File: config.mk
export PLATFORM = sky130hd
export DESIGN_NAME = block_mod20
export DESIGN_NICKNAME = d
export VERILOG_FILES = /design/src/rtl/block_mod20.sv
export SDC_FILE = /design/constraint.sdc
export NUM_CORES = 1
export LEC_CHECK = 0
export CORE_MARGIN = 2
export CORE_UTILIZATION = 45
export DETAILED_ROUTE_END_ITERATION = 10
export PLACE_DENSITY = 0.68
export SETUP_SLACK_MARGIN = 0.05
export SLEW_MARGIN = 30
export SYNTH_ARGS = -nofsm -noshare
export SYNTH_HDL_FRONTEND = slang
export SYNTH_SLANG_ARGS = --single-unit
File: constraint.sdc
create_clock -name clk_50M -period 1.8 [get_ports clk_50M]
set_input_delay 0.36 -clock clk_50M [delete_from_list [all_inputs] [get_ports clk_50M]]
set_output_delay 0.36 -clock clk_50M [all_outputs]
set_load 0.05 [all_outputs]
File: src/rtl/block_mod20.sv
// Modulo-MODULUS up/down counter advanced by a programmable prescaler tick.
// Optional ping-pong mode 11 is enabled by BLOCK_MOD20_PINGPONG_EN.
module block_mod20 #(
  parameter int DIV     = 50_000_000,
  parameter int MODULUS = 20
) (
  input  logic       clk_50M,
  input  logic       reset,
  input  logic       S0,
  input  logic       S1,
  output logic [4:0] Output
);

  localparam int PW = (DIV > 1) ? $clog2(DIV) : 1;
  localparam logic [PW-1:0] PMAX = PW'(DIV - 1);
  localparam logic [4:0] MAX = 5'(MODULUS - 1);

  localparam logic [1:0] M_HOLD = 2'b00;
  localparam logic [1:0] M_UP   = 2'b01;
  localparam logic [1:0] M_DN   = 2'b10;
  localparam logic [1:0] M_11   = 2'b11;

  logic [PW-1:0] presc;
  logic          tick;
  logic [1:0]    mode;
  logic [4:0]    inc;
  logic [4:0]    dec;
  logic [4:0]    nxt;
  logic          oor;

  // With DIV=1 presc is pinned at 0 == PMAX, so tick stays high.
  assign tick = (presc == PMAX);
  assign mode = {S1, S0};
  assign inc  = Output + 5'd1;
  assign dec  = Output - 5'd1;
  assign oor  = (Output > MAX);

  always_ff @(posedge clk_50M) begin
    if (reset || tick) presc <= '0;
    else               presc <= presc + 1'b1;
  end

`ifdef BLOCK_MOD20_PINGPONG_EN
  logic dir_up;
  logic dir_nxt;

  always_comb begin
    nxt     = Output;
    dir_nxt = dir_up;
    if (oor) begin
      nxt = '0;
    end else begin
      unique case (mode)
        M_HOLD: nxt = Output;
        M_UP:   nxt = (Output == MAX) ? 5'd0 : inc;
        M_DN:   nxt = (Output == 5'd0) ? MAX : dec;
        M_11: begin
          // Flip in the same tick that lands on an endpoint.
          if (dir_up) begin
            if (Output == MAX) begin
              nxt     = dec;
              dir_nxt = 1'b0;
            end else begin
              nxt = inc;
              if (inc == MAX) dir_nxt = 1'b0;
            end
          end else begin
            if (Output == 5'd0) begin
              nxt     = inc;
              dir_nxt = 1'b1;
            end else begin
              nxt = dec;
              if (dec == 5'd0) dir_nxt = 1'b1;
            end
          end
        end
        default: nxt = Output;
      endcase
    end
  end

  always_ff @(posedge clk_50M) begin
    if (reset)     dir_up <= 1'b1;
    else if (tick) dir_up <= dir_nxt;
  end
`else
  always_comb begin
    nxt = Output;
    if (oor) begin
      nxt = '0;
    end else begin
      unique case (mode)
        M_HOLD:  nxt = Output;
        M_UP:    nxt = (Output == MAX) ? 5'd0 : inc;
        M_DN:    nxt = (Output == 5'd0) ? MAX : dec;
        M_11:    nxt = '0;
        default: nxt = Output;
      endcase
    end
  end
`endif

  always_ff @(posedge clk_50M) begin
    if (reset)     Output <= '0;
    else if (tick) Output <= nxt;
  end

endmodule

==> impl_metrics.json <==
{
  "maxCapViolCount": 0,
  "period_needed_ps": 1890,
  "synth_edf_count": 0,
  "layout-drive-gt1-share_pct": 34.3,
  "grt_pass1_wl_um": 6270,
  "yosys_warnings": 0,
  "netlist_area_um2": 1600,
  "clkTransAtPathRegs_ps": 100,
  "cp_slowest_cell": "or4_4",
  "multi_input_area_um2": 972,
  "synth_most_common_cell": "nor2_1",
  "worstSetupStartpointType": "flip-flop",
  "routed_wl_um": 4100,
  "reg2reg_from": "presc[18]",
  "clkSinkCount": 31,
  "area_delta_synth_final_pct": 38.8,
  "routedWlPerCell_um": 14.2,
  "synth.area.top_cells": "dfxtp_1 (39%), xnor2_1 (9.3%), nor2_1 (8.5%), xor2_1 (4.4%), nand2_1 (3.1%)",
  "ys.flop_type": "dfxtp_1",
  "clk_path_buf_depth": 2,
  "io_pins": 9,
  "crit_path_cell_trace": "nor4b_2 > nand4_1 > or3_4 > or4_4 > o32ai_2",
  "syn_inst": 192,
  "finalHoldViolCount": 0,
  "insertion_delay_ps": 340,
  "drtIter0Drc": 82,
  "dr_total_vias": 1575,
  "yosysUniqueCellTypes": 39,
  "relSlewSlack_pct": 76.0,
  "drt_pre_antenna_iters": 4,
  "p_leak_nw": 0.836,
  "cts_tree": "done",
  "vdd_drop_max_v": 0.000456,
  "arrival_ps": 2130,
  "drcViolationCount": 0,
  "htree_num_levels": 2,
  "fin_ws_ps": -86.9,
  "fp-row-count": 21,
  "vias_per_cell": 5.47,
  "die_w_um": 63.6,
  "timing_worst_slew_pin_value_ps": 358,
  "reg2reg_slack_ps": -90,
  "antennaDiodeCount": 0,
  "min_to": "presc[0]",
  "power.density_nw_per_um2": 535,
  "cp_max_fo": 4,
  "ys_ff_latch": 31,
  "grtUsageTotal_pct": 19.8,
  "nets": 249,
  "cp.required_ps": 2050,
  "gr-total-overflow": 0,
  "async_reset_ff_share_pct": 0,
  "register_area_um2": 642,
  "fp.dieArea_um2": 4050,
  "outcome": "finished, violations left",
  "critical_path_buf_inv_count": 0,
  "root_buffer": "clkbuf_4",
  "holdPathStages": 1,
  "grt_max_degree": 25,
  "io_buffers": 8,
  "synth_top_area_share_pct": 38.8,
  "r2r_end": "Output[4]",
  "antenna_found_initial": 0,
  "core_region_area_um2": 3360,
  "critPathKind": "flip-flop to flip-flop",
  "fmax_mhz": 530,
  "critical-path-top-delay-family": "simple AND/OR/NAND/NOR gates",
  "hp-start": "presc[0]",
  "chipHeight_um": 63.6,
  "setup_viol": 28,
  "fin_skew_ps": 15.3,
  "ys_seq_area_share_pct": 38.8,
  "crit_path_end_kind": "flip-flop",
  "hold_class": "flip-flop to flip-flop",
  "syn_area_per_cell_um2": 8.33,
  "initial_core_util_pct": 47.5,
  "dpl_cell_area_um2": 2010,
  "rsz0062_at_grt": "true",
  "fin_tns_setup_ps": -936,
  "drv_slew": 0,
  "utilization_pct": 66.0,
  "place.gp.congestion": 0.863,
  "cts_hold_buf": 0,
  "finish.instance_area_um2": 2220,
  "final_antenna_net_count": 0,
  "synthTopCellsByCount": "nor2_1 (36), dfxtp_1 (31), xnor2_1 (17)",
  "whs_ps": 474,
  "violations": "setup timing",
  "hpwl_um": 2740,
  "numCtsBuffers": 5,
  "synth_area_leader_cell": "dfxtp_1",
  "grt_pass1_vias": 1492,
  "period_share_pct": 105,
  "crit_path_max_incr_delay_ps": 510,
  "fillers": 294,
  "synth.net_count": 199,
  "reg2regPathDepth": 5
}
==> layout by cell type (no fill, tap or decap), drive strengths merged, types with 2 or more instances in the layout <==
master,instances
a21oi,4
a311oi,2
a31oi,2
and2,2
and3,2
and4,3
buf,45
clkbuf,8
clkdlybuf4s50,3
dfxtp,31
ha,3
inv,11
nand2,13
nand2b,3
nand3,9
nand3b,2
nand4,6
nor2,36
nor3,5
nor4,2
nor4b,2
o21ai,4
o32ai,5
or3,3
or4,2
xnor2,17
xor2,8
==> cell families (layout without fill, tap and decap cells) <==
| group | count (synthesis) | in the layout | share of synthesized area (%) |
|---|---|---|---|
| AO/OA/AOI/OAI | 22 | 22 | 10.1 |
| AND/OR/NAND/NOR | 92 | 92 | 30.1 |
| adder cells (fa/ha/maj) | 3 | 3 | 2.35 |
| multiplexers | 1 | 1 | 0.626 |
| XOR/XNOR | 25 | 25 | 13.7 |
| buffers and inverters | 18 | 68 | 4.30 |
| flip-flops | 31 | 31 | 38.8 |
==> worst register-to-register path, delay by kind of cell, from the launching register on <==
kind,cells,cell delay [ps]
simple gates,4,1340
flops,1,340
compound gates,1,110
==> flip-flops by register name, indices dropped and copies added, names as in the netlist <==
register,count
presc,26
Output,5
==> cell type report <==
class	instances	share of cell area (%)
Clock buffer	6	2.31
Clock inverter	1	0.225
Inverter	11	1.86
Multi-Input combinational cell	143	43.8
Sequential cell	31	28.9
Tap cell	46	2.59
Timing Repair Buffer	50	20.3
==> how the worst max path moves through the flow <==
| stage | end | slack [ps] | cells after the start | startpoint |
|---|---|---|---|---|
| floorplan | Output[3] | 10 | 6 | presc[2] |
| global placement | Output[3] | 2 | 5 | presc[18] |
| detailed placement | Output[4] | -90 | 5 | presc[16] |
| CTS | Output[4] | -80 | 5 | presc[21] |
| global route | Output[4] | -160 | 5 | presc[18] |
| finish | Output[4] | -90 | 5 | presc[18] |
==> where the power goes <==
group	total (W)	internal [W]	switching (W)
Combinational	0.0000832	0.0000418	0.0000413
Sequential	0.000692	0.000688	0.00000410
Clock	0.000413	0.000181	0.000232
==> what timing repair did <==
action	in CTS	in global routing
gates resized for setup	4	6
pin swaps	2	4
hold endpoints to repair	0	0
setup endpoints to repair	5	29
gates cloned	0	3
buffers inserted	4	3
==> metrics by stage <==
stage          instances  total power (W)  worst slack, ps
4_1_cts              282          0.00118            -76.0
2_1_floorplan        192         0.000739             14.4
5_1_grt              288          0.00124             -164
3_3_place_gp         271         0.000766             2.30
3_5_place_dp         271         0.000769            -89.0
6_report             288          0.00119            -86.9
==> layer usage <==
layer / share of wire (%) / vias up / global-route usage [%]
met5: 0 / - / 0
met3: 4.4 / 10 / 6.61
met4: 2.0 / 0 / 10.1
met1: 43 / 768 / 20.8
met2: 51 / 34 / 35.1
li1: - / 763 / -
Power figures use the tool's default switching activity.
==> RTL change 1: new RTL, same settings <==
The option `BLOCK_MOD20_PINGPONG_EN` is turned on by a define.
--- a/src/rtl/block_mod20.sv
+++ b/src/rtl/block_mod20.sv
@@ -1,5 +1,7 @@
 // Modulo-MODULUS up/down counter advanced by a programmable prescaler tick.
 // Optional ping-pong mode 11 is enabled by BLOCK_MOD20_PINGPONG_EN.
+`define BLOCK_MOD20_PINGPONG_EN
+
 module block_mod20 #(
   parameter int DIV     = 50_000_000,
   parameter int MODULUS = 20
Function: same outputs for any inputs over 10 cycles, from zero or initial values and one cycle with reset high; that may be too few to reach the edited logic, so the function may still have changed.
==> RTL change 1 against the original RTL <==
The run still ends with setup timing left; setup slack worse by 0.00085 ns; clock skew is 0.0078 ns lower; area after synthesis is 19% higher; synthesized cell count is 26% higher; sequential cell count is 1 higher; cell area is 27% higher; hold slack better by 0.041 ns; routed wire length is 21% higher; first-iteration DRC count is 38% higher; power is 23% higher; sequential share of layout area is 5.6 points lower; clock power is 52% higher; critical endpoint is now presc[6]; largest power group unchanged.
==> RTL change 1: results (changes against the original RTL) <==
Post-Synth Adder-Cell Area = 0.03294 (was 0.02347)
met3 routed WL = 251 um (was 179 um)
placed wire-length estimate = 3308 um (was 2744 um)
met1 Use GR = 0.2612 (was 0.2075)
Critical Path AT = 2.06 ns (was 2.13 ns)
Synth Area in Compound Gates = 0.1436 (was 0.1009)
post-synthesis mux area share = 0.01581 (was 0.006260)
Slowest Stage Delay on Critical Path = 0.36 ns (was 0.51 ns)
Sw Share = 0.2306 (was 0.2338)
Met2 Routed Length = 2490 um (was 2086 um)
total track usage = 0.2212 (was 0.1984)
Vias per Instance = 5.594 (was 5.469)
met2 GRT Util = 0.3966 (was 0.3513)
DR iter-0 viols = 113 (was 82)
ranking of synthesized cells by area = dfxtp_1, xor2_1, nor2_1, nand2_1, a21oi_1 (was dfxtp_1, xnor2_1, nor2_1, xor2_1, nand2_1)
Wirelength per Cell = 14.22 um (was 14.23 um)
post-synthesis xor/xnor area fraction = 0.1014 (was 0.1369)
synthesized area per cell = 7.848 um^2 (was 8.328 um^2)
clk_lat worst skew = 0.28 ns (was 0.34 ns)
vias in the first global route = 1,814 (was 1,492)
largest registers = presc: 26 flops, Output: 5 flops, dir_up: 1 flops (was presc: 26 flops, Output: 5 flops)
M1 WL = 2116 um (was 1750 um)
status = complete, but fails checks (unchanged)
filler cell count = 321 (was 294)
setup violators final = 30 (was 28)
DR vias = 1,958 (was 1,575)
largest net degree at the start of global routing = 19 (was 25)
list of most frequent post-synthesis cells = nor2_1, dfxtp_1, nand2_1 (was nor2_1, dfxtp_1, xnor2_1)
GR Util met3 = 0.04221 (was 0.06607)
Slowest cell on crit path = or3_4 (was or4_4)
NumNets Final = 308 (was 249)
Final Wtd Congestion = 0.8817 (was 0.8629)
clk root buf = clkbuf_8 (was clkbuf_4)
top sig layer = met4 (unchanged)
Final WS setup = -0.08775 ns (was -0.08691 ns)
violated checks = setup timing (unchanged)
number of remaining DRC errors = 0 (unchanged)
Seq/Total Area, Yosys = 0.3373 (was 0.3881)
worst rel slew slack = 0.7750 (was 0.7600)
clk slew on worst S/H paths = 0.07 ns (was 0.10 ns)
syn_nets = 251 (was 199)
global-route wire length before repair = 7824 um (was 6272 um)
post-CTS sizing = 6 (was 4)
skew final = 0.007472 ns (was 0.01525 ns)
LEAKAGE = 1.090 nW (was 0.8362 nW)
layout cells sized above 1 = 0.3900 (was 0.3430)
Cell Count Post-Placement = 333 (was 271)
Max VDD drop = 0.5609 mV (was 0.4560 mV)
==> RTL change 1: changes by cell type in the layout (fill, tap and decap cells not counted), sizes merged, moves of 3 or more <==
cell   change
o21ai      +5
xnor2     -11
a21oi      +9
o32ai      -3
inv        -3
nand3      +4
buf       +17
nand2     +15
xor2       +8
==> RTL change 1: cell type report <==
cell class / count / area [um^2] / area share
clock inverter: 2 / 12.51 / 0.004450
tap: 50 / 62.56 / 0.02225
timing repair buffer: 66 / 590.6 / 0.2101
inverter: 8 / 35.03 / 0.01246
clock buffer: 6 / 93.84 / 0.03338
multi-input combinational: 186 / 1363 / 0.4846
sequential: 32 / 654.4 / 0.2328
==> RTL change 1: per-stage QoR <==
step / hold slack [ns] / util / area [um^2] / setup WS [ns] / power [mW]
2_1_floorplan: 0.4258 / - / 2016 / -0.2664 / 0.7843
3_3_place_gp: 0.4696 / 0.6071 / 2446 / -0.1924 / 0.8222
3_5_place_dp: 0.4871 / 0.6071 / 2446 / -0.2410 / 0.8252
4_1_cts: 0.4977 / 0.6484 / 2613 / -0.06451 / 1.455
5_1_grt: 0.5485 / 0.6978 / 2811 / -0.1543 / 1.516
6_report: 0.5154 / 0.6978 / 2811 / -0.08775 / 1.461
==> RTL change 1: power groups by stage <==
stage	combinational, mW	clock [mW]	sequential, mW
finish	0.117	0.627	0.717
global route	0.125	0.674	0.717
CTS	0.0954	0.643	0.717
detailed placement	0.0919	0	0.733
global placement	0.0891	0	0.733
floorplan	0.0502	0	0.734
==> RTL change 1: path summary, 6_finish.rpt <==
path              startpoint   endpoint  slack [ns]  cells after the start
setup / recovery    presc[1]   presc[6]       -0.09                      9
hold / removal     presc[22]  presc[22]        0.52                      2
setup reg to reg    presc[1]   presc[6]       -0.09                      9
hold reg to reg    presc[22]  presc[22]        0.52                      2
==> RTL change 2: new RTL, same settings <==
Made on the original files. Add an input register stage for `S0` and `S1`; this delays them by one clock.
--- a/src/rtl/block_mod20.sv
+++ b/src/rtl/block_mod20.sv
@@ -20,6 +20,14 @@
   localparam logic [1:0] M_DN   = 2'b10;
   localparam logic [1:0] M_11   = 2'b11;
 
+  logic S0_q;
+  logic S1_q;
+
+  always_ff @(posedge clk_50M) begin
+    S0_q <= S0;
+    S1_q <= S1;
+  end
+
   logic [PW-1:0] presc;
   logic          tick;
   logic [1:0]    mode;
@@ -30,7 +38,7 @@
 
   // With DIV=1 presc is pinned at 0 == PMAX, so tick stays high.
   assign tick = (presc == PMAX);
-  assign mode = {S1, S0};
+  assign mode = {S1_q, S0_q};
   assign inc  = Output + 5'd1;
   assign dec  = Output - 5'd1;
   assign oor  = (Output > MAX);
Formal check against the unedited RTL: no difference found for any inputs over 10 cycles, from zero or initial values and one cycle with reset high; that may be too few to reach the edited logic, so the function may still have changed.
==> RTL change 2 against the original RTL <==
The run still ends with setup timing left; hold slack worse by 0.017 ns; sequential share of layout area is 2.1 points higher; utilization is 1.2 points lower; via count is 3.2% lower; cell area is 0.23% lower; die area is 2.3% higher; power is 3.7% higher; routed wire length is 2.9% lower; setup slack better by 0.067 ns; sequential cell count is 2 higher; area after synthesis is 2.5% higher; fmax is 3.7% higher; synthesized cell count is 1.0% higher; critical endpoint unchanged; largest cell class unchanged; highest routed layer unchanged.
==> RTL change 2: results (changes against the original RTL) <==
synth warn = 0 (unchanged)
list of most frequent post-synthesis cells = nor2_1, dfxtp_1, xnor2_1 (unchanged)
highest net fanout along the worst path = 4 (unchanged)
Vias per Instance = 5.385 (was 5.469)
ranking of synthesized cells by area = dfxtp_1, xnor2_1, nor2_1, xor2_1, nand2_1 (unchanged)
NumNets Final = 243 (was 249)
Max VDD drop = 0.3634 mV (was 0.4560 mV)
status = complete, but fails checks (unchanged)
Antenna Cells = 0 (unchanged)
total CTS buffers = 5 (unchanged)
clk root buf = clkbuf_4 (unchanged)
Antenna Violating Nets Remaining = 0 (unchanged)
LEAKAGE = 0.8148 nW (was 0.8362 nW)
dpl ws = -0.04900 ns (was -0.08898 ns)
initial antenna violation count = 0 (unchanged)
vias in the first global route = 1,490 (was 1,492)
clk_lat worst skew = 0.34 ns (about the same)
Clock Path Buffers = 2 (unchanged)
# port buffers = 8 (unchanged)
async set-reset flop share out of synthesis = 0 (unchanged)
Area after DPL = 2013 um^2 (was 2011 um^2)
setup violators final = 3 (was 28)
Wirelength per Cell = 14.06 um (was 14.23 um)
Final Wtd Congestion = 0.8602 (was 0.8629)
total track usage = 0.1999 (was 0.1984)
violated checks = setup timing (unchanged)
largest net degree at the start of global routing = 25 (unchanged)
worst hold-check path type = input pin to register (was register to register)
Setup TNS Final = -0.03444 ns (was -0.9359 ns)
final hold vios = 0 (unchanged)
placed wire-length estimate = 2647 um (was 2744 um)
Post-synth top flop = dfxtp_1 (unchanged)
First-pass DRT Iterations = 4 (unchanged)
DR iter-0 viols = 84 (was 82)
syn_nets = 201 (was 199)
Cell variety after synth = 39 (unchanged)
Seq/Total Area, Yosys = 0.4031 (was 0.3881)
Critical Path AT = 2.07 ns (was 2.13 ns)
layout cells sized above 1 = 0.3502 (was 0.3430)
global-route wire length before repair = 6479 um (was 6272 um)
P_sw = 0.3102 mW (was 0.2779 mW)
Final WS setup = -0.01951 ns (was -0.08691 ns)
clk slew on worst S/H paths = 0.11 ns
Slew @ Worst Pin = 0.4237 ns (was 0.3576 ns)
largest registers = presc: 26 flops, Output: 5 flops (unchanged)
H-tree lvl count = 2 (unchanged)
skew final = 0.008169 ns (was 0.01525 ns)
RTL change 2: cell types whose count changed after synthesis, sizes merged:
cell / unedited run / this run
dfxtp: 31 / 33
RTL change 2: per-stage QoR:
stage | power, mW | hold slack, ns | cells | utilization
floorplan | 0.7884 | 0.3877 | 194 | -
global placement | 0.8110 | 0.4221 | 268 | 0.5894
detailed placement | 0.8131 | 0.4477 | 268 | 0.5894
CTS | 1.217 | 0.4493 | 278 | 0.6161
global route | 1.290 | 0.4499 | 283 | 0.6484
finish | 1.232 | 0.4572 | 283 | 0.6484
RTL change 2: critical path, stage by stage (launching register included):
cell and delay [ns]:
dfxtp_2 0.34, inv_1 0.05, or3_4 0.38, or3_4 0.35
or4_4 0.50, o32ai_2 0.11
RTL change 2: worst paths after layout:
| check | start | endpoint | slack (ns) | depth (start not counted) |
|---|---|---|---|---|
| worst max-delay path | presc[22] | Output[4] | -0.02 | 5 |
| worst min-delay path | S1 | S1_q | 0.46 | 1 |
| worst max register to register | presc[22] | Output[4] | -0.02 | 5 |
| worst min register to register | presc[0] | presc[0] | 0.48 | 1 |
RTL change 2: power groups by stage:
| stage | Clock (mW) | Sequential [mW] | Combinational [mW] |
|---|---|---|---|
| 6_report | 0.415 | 0.743 | 0.0741 |
| 2_1_floorplan | 0 | 0.757 | 0.0309 |
| 3_5_place_dp | 0 | 0.760 | 0.0535 |
| 4_1_cts | 0.420 | 0.743 | 0.0541 |
| 5_1_grt | 0.465 | 0.745 | 0.0804 |
| 3_3_place_gp | 0 | 0.759 | 0.0523 |
RTL change 2: cell families after synthesis:
| family | synth area share |
|---|---|
| AND/OR/NAND/NOR | 0.2939 |
| flip-flops | 0.4031 |
| XOR/XNOR | 0.1336 |
| AO/OA/AOI/OAI | 0.09848 |
| buffers and inverters | 0.04198 |
| adder cells (fa/ha/maj) | 0.02290 |
| multiplexers | 0.006107 |
RTL change 2: repair_timing:
item / 4_1_cts / 5_1_grt
gates resized for setup: 7 / 9
hold buffers: 0 / 0
setup endpoints to repair: 18 / 29
buffers inserted: 2 / 2
cloned: 0 / 3
pin swaps: 2 / 3
RTL change 2: routing by layer:
metal,vias to the layer above,GRT usage,share of wire
met1,725,0.2311,0.43
met4,0,0.06915,0.019
li1,754,-,-
met3,8,0.06162,0.051
met5,-,0,0
met2,37,0.3477,0.50
RTL change 2: final cells by class:
| type | count | area, um^2 |
|---|---|---|
| fill | 278 | 1201 |
| sequential | 33 | 686.9 |
| inverter | 11 | 41.29 |
| clock buffer | 5 | 37.54 |
| clock inverter | 3 | 16.27 |
| multi-input combinational | 143 | 988.4 |
| timing repair buffer | 42 | 386.6 |
| tap | 46 | 57.56 |
